**src/rtl/mem_arbiter_if.sv**
```systemverilog
// rtl/mem_arbiter_if.sv - requester and memory port bundle for mem_arbiter
// slave is the arbiter's view; master is the view of the requesters and memory driving it.
interface mem_arbiter_if #(
    parameter int NUM_REQ    = 4,
    parameter int ADDR_WIDTH = 32,
    parameter int DATA_WIDTH = 32
);
    localparam int IDX_W = $clog2(NUM_REQ);

    logic [NUM_REQ-1:0]            REQ_ADDR_VALID;
    logic [NUM_REQ*ADDR_WIDTH-1:0] REQ_ADDR;
    logic [NUM_REQ-1:0]            REQ_DATA_VALID;
    logic [NUM_REQ*DATA_WIDTH-1:0] REQ_DATA;
    logic [NUM_REQ-1:0]            REQ_READY;
    logic [NUM_REQ-1:0]            RESP_VALID;
    logic [DATA_WIDTH-1:0]         RESP_DATA;
    logic [NUM_REQ-1:0]            RESP_READY;
    logic                          MEM_SEND_ADDR_VALID;
    logic [ADDR_WIDTH-1:0]         MEM_SEND_ADDR;
    logic                          MEM_SEND_DATA_VALID;
    logic [DATA_WIDTH-1:0]         MEM_SEND_DATA;
    logic                          MEM_SEND_READY;
    logic                          MEM_RECEIVE_VALID;
    logic [DATA_WIDTH-1:0]         MEM_RECEIVE_DATA;
    logic                          MEM_RECEIVE_READY;
    logic [IDX_W-1:0]              GRANT_IDX;
    logic                          BUSY;

    modport slave (
        input  REQ_ADDR_VALID, REQ_ADDR, REQ_DATA_VALID, REQ_DATA, RESP_READY,
        input  MEM_SEND_READY, MEM_RECEIVE_VALID, MEM_RECEIVE_DATA,
        output REQ_READY, RESP_VALID, RESP_DATA,
        output MEM_SEND_ADDR_VALID, MEM_SEND_ADDR, MEM_SEND_DATA_VALID, MEM_SEND_DATA,
        output MEM_RECEIVE_READY, GRANT_IDX, BUSY
    );

    modport master (
        output REQ_ADDR_VALID, REQ_ADDR, REQ_DATA_VALID, REQ_DATA, RESP_READY,
        output MEM_SEND_READY, MEM_RECEIVE_VALID, MEM_RECEIVE_DATA,
        input  REQ_READY, RESP_VALID, RESP_DATA,
        input  MEM_SEND_ADDR_VALID, MEM_SEND_ADDR, MEM_SEND_DATA_VALID, MEM_SEND_DATA,
        input  MEM_RECEIVE_READY, GRANT_IDX, BUSY
    );
endinterface

```
**src/rtl/mem_arbiter.sv**
```systemverilog
// rtl/mem_arbiter.sv - round-robin arbiter sharing one memory port among NUM_REQ requesters
// One transaction in flight: grant, issue to memory, wait for response, return to the winner.
module mem_arbiter #(
    parameter int NUM_REQ    = 4,
    parameter int ADDR_WIDTH = 32,
    parameter int DATA_WIDTH = 32
) (
    input  logic          CLK,
    input  logic          RST,
    mem_arbiter_if.slave  bus
);
    localparam int IDX_W = $clog2(NUM_REQ);

    localparam logic [1:0] S_IDLE   = 2'd0;
    localparam logic [1:0] S_ISSUE  = 2'd1;
    localparam logic [1:0] S_WAIT   = 2'd2;
    localparam logic [1:0] S_RETURN = 2'd3;

    logic [1:0]            state;
    logic [IDX_W-1:0]      ptr;
    logic [IDX_W-1:0]      grant_idx;
    logic [ADDR_WIDTH-1:0] addr_q;
    logic [DATA_WIDTH-1:0] wdata_q;
    logic                  wr_q;
    logic [DATA_WIDTH-1:0] rdata_q;

    logic                  found;
    logic [IDX_W-1:0]      winner;
    logic [IDX_W-1:0]      cand;
    logic [ADDR_WIDTH-1:0] sel_addr;
    logic [DATA_WIDTH-1:0] sel_data;
    logic                  sel_wr;

    function automatic logic [NUM_REQ-1:0] onehot(input logic [IDX_W-1:0] i);
        logic [NUM_REQ-1:0] v;
        v    = '0;
        v[i] = 1'b1;
        return v;
    endfunction

    // Scan farthest-to-nearest from ptr so the nearest valid requester wins last.
    always_comb begin
        found  = 1'b0;
        winner = '0;
        cand   = '0;
        for (int k = NUM_REQ; k >= 1; k--) begin
            cand = IDX_W'((int'(ptr) + k) % NUM_REQ);
            if (bus.REQ_ADDR_VALID[cand]) begin
                found  = 1'b1;
                winner = cand;
            end
        end
    end

    always_comb begin
        sel_addr = '0;
        sel_data = '0;
        sel_wr   = 1'b0;
        for (int i = 0; i < NUM_REQ; i++) begin
            if (winner == IDX_W'(i)) begin
                sel_addr = bus.REQ_ADDR[i*ADDR_WIDTH +: ADDR_WIDTH];
                sel_data = bus.REQ_DATA[i*DATA_WIDTH +: DATA_WIDTH];
                sel_wr   = bus.REQ_DATA_VALID[i];
            end
        end
    end

    always_ff @(posedge CLK) begin
        if (RST) begin
            state     <= S_IDLE;
            ptr       <= IDX_W'(NUM_REQ - 1);
            grant_idx <= '0;
            addr_q    <= '0;
            wdata_q   <= '0;
            wr_q      <= 1'b0;
            rdata_q   <= '0;
        end else begin
            case (state)
                S_IDLE: begin
                    if (found) begin
                        grant_idx <= winner;
                        addr_q    <= sel_addr;
                        wdata_q   <= sel_data;
                        wr_q      <= sel_wr;
                        state     <= S_ISSUE;
                    end
                end
                S_ISSUE: begin
                    if (bus.MEM_SEND_READY) begin
                        state <= S_WAIT;
                    end
                end
                S_WAIT: begin
                    if (bus.MEM_RECEIVE_VALID) begin
                        rdata_q <= bus.MEM_RECEIVE_DATA;
                        state   <= S_RETURN;
                    end
                end
                S_RETURN: begin
                    // Only the granted requester's accept releases the port.
                    if (bus.RESP_READY[grant_idx]) begin
                        ptr   <= grant_idx;
                        state <= S_IDLE;
                    end
                end
                default: state <= S_IDLE;
            endcase
        end
    end

    // Grant is combinational, so it must be masked while reset is held.
    assign bus.REQ_READY           = (state == S_IDLE && found && !RST) ? onehot(winner) : '0;
    assign bus.RESP_VALID          = (state == S_RETURN) ? onehot(grant_idx) : '0;
    assign bus.RESP_DATA           = rdata_q;
    assign bus.MEM_SEND_ADDR_VALID = (state == S_ISSUE);
    assign bus.MEM_SEND_DATA_VALID = (state == S_ISSUE) && wr_q;
    assign bus.MEM_SEND_ADDR       = addr_q;
    assign bus.MEM_SEND_DATA       = wdata_q;
    assign bus.MEM_RECEIVE_READY   = (state == S_WAIT);
    assign bus.GRANT_IDX           = grant_idx;
    assign bus.BUSY                = (state != S_IDLE);
endmodule

```
**src/flat_wrapper.sv**
```systemverilog
// flat-port wrapper written by rule: the top's interface ports become plain ports
module mem_arbiter_flat 
#(
    parameter int NUM_REQ    = 4,
    parameter int ADDR_WIDTH = 32,
    parameter int DATA_WIDTH = 32
)
  (CLK, RST, bus_REQ_ADDR_VALID, bus_REQ_ADDR, bus_REQ_DATA_VALID, bus_REQ_DATA, bus_RESP_READY, bus_MEM_SEND_READY, bus_MEM_RECEIVE_VALID, bus_MEM_RECEIVE_DATA, bus_REQ_READY, bus_RESP_VALID, bus_RESP_DATA, bus_MEM_SEND_ADDR_VALID, bus_MEM_SEND_ADDR, bus_MEM_SEND_DATA_VALID, bus_MEM_SEND_DATA, bus_MEM_RECEIVE_READY, bus_GRANT_IDX, bus_BUSY);
  mem_arbiter_if #(.NUM_REQ(NUM_REQ), .ADDR_WIDTH(ADDR_WIDTH), .DATA_WIDTH(DATA_WIDTH)) bus_i ();
  input  logic CLK;
  input  logic RST;
  input wire logic [$bits(bus_i.REQ_ADDR_VALID)-1:0] bus_REQ_ADDR_VALID;
  input wire logic [$bits(bus_i.REQ_ADDR)-1:0] bus_REQ_ADDR;
  input wire logic [$bits(bus_i.REQ_DATA_VALID)-1:0] bus_REQ_DATA_VALID;
  input wire logic [$bits(bus_i.REQ_DATA)-1:0] bus_REQ_DATA;
  input wire logic [$bits(bus_i.RESP_READY)-1:0] bus_RESP_READY;
  input wire logic [$bits(bus_i.MEM_SEND_READY)-1:0] bus_MEM_SEND_READY;
  input wire logic [$bits(bus_i.MEM_RECEIVE_VALID)-1:0] bus_MEM_RECEIVE_VALID;
  input wire logic [$bits(bus_i.MEM_RECEIVE_DATA)-1:0] bus_MEM_RECEIVE_DATA;
  output wire logic [$bits(bus_i.REQ_READY)-1:0] bus_REQ_READY;
  output wire logic [$bits(bus_i.RESP_VALID)-1:0] bus_RESP_VALID;
  output wire logic [$bits(bus_i.RESP_DATA)-1:0] bus_RESP_DATA;
  output wire logic [$bits(bus_i.MEM_SEND_ADDR_VALID)-1:0] bus_MEM_SEND_ADDR_VALID;
  output wire logic [$bits(bus_i.MEM_SEND_ADDR)-1:0] bus_MEM_SEND_ADDR;
  output wire logic [$bits(bus_i.MEM_SEND_DATA_VALID)-1:0] bus_MEM_SEND_DATA_VALID;
  output wire logic [$bits(bus_i.MEM_SEND_DATA)-1:0] bus_MEM_SEND_DATA;
  output wire logic [$bits(bus_i.MEM_RECEIVE_READY)-1:0] bus_MEM_RECEIVE_READY;
  output wire logic [$bits(bus_i.GRANT_IDX)-1:0] bus_GRANT_IDX;
  output wire logic [$bits(bus_i.BUSY)-1:0] bus_BUSY;
  assign bus_i.REQ_ADDR_VALID = bus_REQ_ADDR_VALID;
  assign bus_i.REQ_ADDR = bus_REQ_ADDR;
  assign bus_i.REQ_DATA_VALID = bus_REQ_DATA_VALID;
  assign bus_i.REQ_DATA = bus_REQ_DATA;
  assign bus_i.RESP_READY = bus_RESP_READY;
  assign bus_i.MEM_SEND_READY = bus_MEM_SEND_READY;
  assign bus_i.MEM_RECEIVE_VALID = bus_MEM_RECEIVE_VALID;
  assign bus_i.MEM_RECEIVE_DATA = bus_MEM_RECEIVE_DATA;
  assign bus_REQ_READY = bus_i.REQ_READY;
  assign bus_RESP_VALID = bus_i.RESP_VALID;
  assign bus_RESP_DATA = bus_i.RESP_DATA;
  assign bus_MEM_SEND_ADDR_VALID = bus_i.MEM_SEND_ADDR_VALID;
  assign bus_MEM_SEND_ADDR = bus_i.MEM_SEND_ADDR;
  assign bus_MEM_SEND_DATA_VALID = bus_i.MEM_SEND_DATA_VALID;
  assign bus_MEM_SEND_DATA = bus_i.MEM_SEND_DATA;
  assign bus_MEM_RECEIVE_READY = bus_i.MEM_RECEIVE_READY;
  assign bus_GRANT_IDX = bus_i.GRANT_IDX;
  assign bus_BUSY = bus_i.BUSY;
  mem_arbiter #(.NUM_REQ(NUM_REQ), .ADDR_WIDTH(ADDR_WIDTH), .DATA_WIDTH(DATA_WIDTH)) u_core (.CLK(CLK), .RST(RST), .bus(bus_i));
endmodule
```
**config.mk**
```make
export PLATFORM = sky130hd
export DESIGN_NAME = mem_arbiter_flat
export DESIGN_NICKNAME = d
export VERILOG_FILES = /design/src/rtl/mem_arbiter_if.sv /design/src/rtl/mem_arbiter.sv /design/src/flat_wrapper.sv
export SDC_FILE = /design/constraint.sdc
export NUM_CORES = 1
export LEC_CHECK = 0
export BUFFER_PORTS_ARGS = -buffer_cell sky130_fd_sc_hd__buf_2
export CAP_MARGIN = 30
export CELL_PAD_IN_SITES_DETAIL_PLACEMENT = 1
export CELL_PAD_IN_SITES_GLOBAL_PLACEMENT = 1
export CORE_AREA = 5 5 156 158
export CTS_BUF_LIST = sky130_fd_sc_hd__clkbuf_4
export DETAILED_ROUTE_END_ITERATION = 10
export DIE_AREA = 0 0 161 163
export PLACE_DENSITY_LB_ADDON = 0.1
export SYNTH_ARGS = -nofsm -noshare
export SYNTH_HDL_FRONTEND = slang
export SYNTH_SLANG_ARGS = --single-unit
```
**constraint.sdc**
```tcl
create_clock -name CLK -period 1.8 [get_ports CLK]
set_input_delay 0.27 -clock CLK [delete_from_list [all_inputs] [get_ports CLK]]
set_output_delay 0.27 -clock CLK [all_outputs]
set_load 0.05 [all_outputs]
```
* Yosys cells after proc, flatten, opt, wreduce, memory -nomap -nowiden
Index checks and enable logic that the tools add are counted.
Word-level totals: register bits 103, input port bits 304, output and inout port bits 110, word-level logic and storage cells 83
Cells by class: add/sub/neg operators 4, order comparisons 8, equality and inequality tests 10, multiplexer cells 41, reductions and logical operators 13
Operator list (count):
- two-way mux 32 bit | 8
- less-than comparator 2 x 3 -> 1 bit (second input constant) | 6
- two-way mux 2 bit | 8
- two-way mux 1 bit | 15
- binary-select mux 1 bit (select 2 bit) | 5
- equality test 2 bit (second input constant) | 4
- two-way mux 4 bit | 2
- case mux 2 bit (4 select lines) | 1
- AND reduction 2 bit | 3
- logical AND 1 bit | 5
- adder 2 x 1 -> 2 bit (second input constant) | 2
- adder 2 bit (second input constant) | 2
- demux 1 bit (select 2 bit) | 2
- equality test 2 x 1 -> 1 bit (second input constant) | 2
- >= comparator 2 x 1 -> 1 bit (second input constant) | 2
- zero test 2 bit | 2
- inequality test 2 x 1 -> 1 bit (second input constant) | 2
- inequality test 2 bit (second input constant) | 2
- AND reduction 4 bit | 1
- nonzero test 2 bit | 1
- zero test 1 bit | 1

* Longest topological paths before layout
depth in word-level cells 12, depth in mapped cells 9

* Worst setup path before layout
OpenSTA, ideal clock, no wires.
path type flip-flop to output port, from register u_core.state[0], to output bus_REQ_READY[0], arrival 2.141 ns, required time 1.530 ns, slack -0.611 ns, cell stages (with the launch flop) 9, buffers on the path 2, cell sequence dfxtp_1 inv_1 ha_1 o41a_2 nand2_1 or4_1 clkbuf_1 buf_2 nor2_1
On the way: longest elaborated chain between the ends 4
RTL lines:
- start, declared | RTL line mem_arbiter.sv:19 | logic [1:0] state;
- start signal, assigned | RTL line mem_arbiter.sv:70 | state <= S_IDLE;
- start signal, assigned | RTL line mem_arbiter.sv:85 | state <= S_ISSUE;
- start signal, assigned | RTL line mem_arbiter.sv:90 | state <= S_WAIT;
- zero test 2 bit | RTL line mem_arbiter.sv:112 | assign bus.REQ_READY = (state == S_IDLE && found && !RST) ? onehot(winner) : '0;
- logical AND 1 bit (2 in a row) | RTL line mem_arbiter.sv:112
- two-way mux 4 bit | RTL line mem_arbiter.sv:112
- end, declared | RTL line flat_wrapper.sv:20 | output wire logic [$bits(bus_i.REQ_READY)-1:0] bus_REQ_READY;
Every way passes these cells.

* Worst setup path after layout
from register u_core.state[1], to output bus_REQ_READY[2]
The elaborated chain is that of the path after synthesis.

==> run metrics <==
Power Density=1240 nW/µm²; CP Cell Sequence=inv_2 > ha_4 > o41a_4 > nand2_1 > or4_4 > nor2_4 > buf_8; most frequent cells in the layout=buf_2 (402), nand2_1 (135), mux2i_1 (113), dfxtp_1 (98), o221ai_2 (62); die area=26200 µm²; Placed Cells=1271; Starting Density=23.7%; clock-pin slew on the worst setup and hold paths=0.19 ns; TritonRoute pass-1 iters=4; post-synthesis cell area=5450 µm²; Avg Cell Area, Syn=9.55 µm²; Hold Path Class=in -> reg; Yosys cell types=33; Post-Layout Cell Count=1348; synth top area cells=dfxtp_1 (38%), mux2i_1 (24%), nand2_1 (9.3%); reg2reg path depth=10; f_max=0.441 GHz; violated checks=setup timing; top cell type by total area after synthesis=dfxtp_1; Wirelength per Cell=20.6 µm; Max-slew headroom=71.3%; Final Max Tran Viols=0; design area=9770 µm²; nature of the critical path endpoint=output pin; commonest non-fill, non-tap cell in the layout=buf_2; total CTS buffers=9; Final Hold Vio Count=0; #FFs+latches synth=103; critical path class=reg -> out; total track usage=19.7%; startpoint types=register; Setup Skew=0.0255 ns; initial antenna violation count=3; final period utilization=126%; GRT Residual Overflow=0; clock root buffer=clkbuf_4; CTS Sinks=103; sequential share of the synthesized area=37.9%; CTS tree=yes; Syn. warnings=0; status=finished, violations left; DIE HEIGHT=163 µm; Chip Width=161 µm; antenna-violating nets left=0; RSZ-0062 raised after global routing=true; drt via density=4.67; minimum clock period=2.27 ns; CORE AREA=23000 µm²; largest net degree at the start of global routing=37; first-pass GRT wire length=40.2 mm; Slew @ Worst Pin=0.431 ns; Final setup viols=69; worst hold stages=3; CP max stage delay=0.48 ns; initial DRC count=202; CP max stage cell=or4_4; syn nets=879; vias=6294; Cell Area, Placed=8200 µm²; critical path arrival=2.00 ns; Setup WS post-layout=-0.465 ns; CTS H-tree depth=3; number of remaining DRC errors=0; final wirelength=27.8 mm; Leak=4.38 nW; layout cells sized above 1=58.2%; Area Growth Syn to Fin=79.4%; IO Pins=414; Core Rows=56; I/O Buffers=413; VDD IR-drop max=0.519 mV; maxcap violations=0; Synth top area share=37.9%; Nets=1359; Required @ worst endpoint=1.53 ns; Skew-Pair Late Insertion Delay=0.48 ns; Min Hold Slack=0.0801 ns; vias in the first global route=6779; peak fanout along the critical path=3; Post-Synthesis Cells=570; Clock Tree Buf Depth=2; HPWL after detailed placement=20.2 mm; RePlAce Congestion=0.768
synthesized netlist by cell type:
cell / n
nor3_1: 2
a21boi_1: 1
and3_1: 2
nand2_1: 135
a311oi_1: 1
or4_1: 3
ha_1: 5
o311ai_1: 1
and2_1: 2
buf_6: 6
a21oi_1: 33
mux2i_1: 131
clkbuf_4: 1
o41ai_1: 1
nand3_1: 4
or2_0: 1
nor2_1: 10
o211ai_1: 1
nor2b_1: 1
nand2b_1: 5
nor3b_1: 2
clkbuf_1: 21
o221ai_2: 30
dfxtp_1: 103
o41a_2: 1
buf_2: 12
o21ai_0: 1
and3b_1: 1
buf_4: 8
o221ai_1: 36
mux4_2: 1
inv_1: 7
a211oi_1: 1
worst paths after layout:
kind	startpoint	to	slack [ns]
worst max-delay path	u_core.state[1]$_SDFFE_PP0P_	bus_REQ_READY[2]	-0.47
worst min-delay path	bus_REQ_DATA[51]	u_core.bus.MEM_SEND_DATA[19]$_SDFFE_PP0N_	0.08
worst max register to register	u_core.state[1]$_SDFFE_PP0P_	u_core.bus.MEM_SEND_DATA[15]$_SDFFE_PP0N_	-0.23
worst min register to register	u_core.bus.RESP_DATA[24]$_SDFFE_PP0P_	u_core.bus.RESP_DATA[24]$_SDFFE_PP0P_	0.46
report_power, final:
group	switching (mW)	internal (mW)	leakage [nW]
registers	0.318	2.91	0.845
logic	4.75	2.85	3.47
clock network	0.871	0.432	0.0661
layer usage:
layer / vias to the layer above / wire length (µm) / share of wire, % / track usage, %
li1: 3051 / - / - / -
met1: 2975 / 10700 / 39 / 22.2
met2: 246 / 14600 / 53 / 36.1
met3: 22 / 2110 / 7.6 / 6.00
met4: 0 / 365 / 1.3 / 5.12
met5: - / 0 / 0 / 0
area by class of cell:
type | instances | area [µm²]
Clock buffer | 10 | 75.1
Multi-Input combinational cell | 412 | 3630
Tap cell | 290 | 363
Clock inverter | 6 | 61.3
Sequential cell | 103 | 2070
Fill cell | 2700 | 13200
Inverter | 7 | 26.3
Antenna cell | 3 | 7.51
Timing Repair Buffer | 517 | 3540
what timing repair did:
item / 4_1_cts / 5_1_grt
pin swaps: 5 / 66
gates cloned: 9 / 5
buffers inserted: 9 / 10
gates resized for setup: 70 / 69
hold buffers: 31 / 0
setup endpoints to repair: 77 / 76
endpoints found under the hold margin: 31 / 0
worst max-delay path, delay by kind of cell, from the launching register on:
family / cells / cell delay (ns)
compound gates: 1 / 0.14
fa+ha+maj: 1 / 0.14
buf+inv: 2 / 0.22
flops: 1 / 0.36
simple gates: 3 / 0.67
sequential cells by signal (all words and copies together), names as in the netlist:
name and cells:
u_core.bus.MEM_SEND_DATA 32, u_core.wr_q 1, u_core.bus.RESP_DATA 32, u_core.state 2
u_core.bus.GRANT_IDX 2, u_core.ptr 2, u_core.bus.MEM_SEND_ADDR 32
stage by stage:
stage	util [%]	TNS [ns]	setup WS (ns)	total power, mW
final	42.5	-10.14	-0.465	12.1
after global routing	42.5	-15.54	-0.568	12.8
after CTS	40.3	-29.14	-0.541	11.8
after detailed placement	35.7	-16.61	-0.316	9.61
after global placement	35.7	-13.24	-0.232	9.57
after floorplan	-	-0.422	-0.155	7.56
cell families after synthesis:
family / Yosys count / synth area share, %
AO/OA/AOI/OAI: 107 / 18.3
adder cells (fa/ha/maj): 5 / 1.15
flip-flops: 103 / 37.9
buffers and inverters: 55 / 5.51
multiplexers: 132 / 24.5
AND/OR/NAND/NOR: 168 / 12.7
No activity file was read; power rests on OpenSTA's default activity.
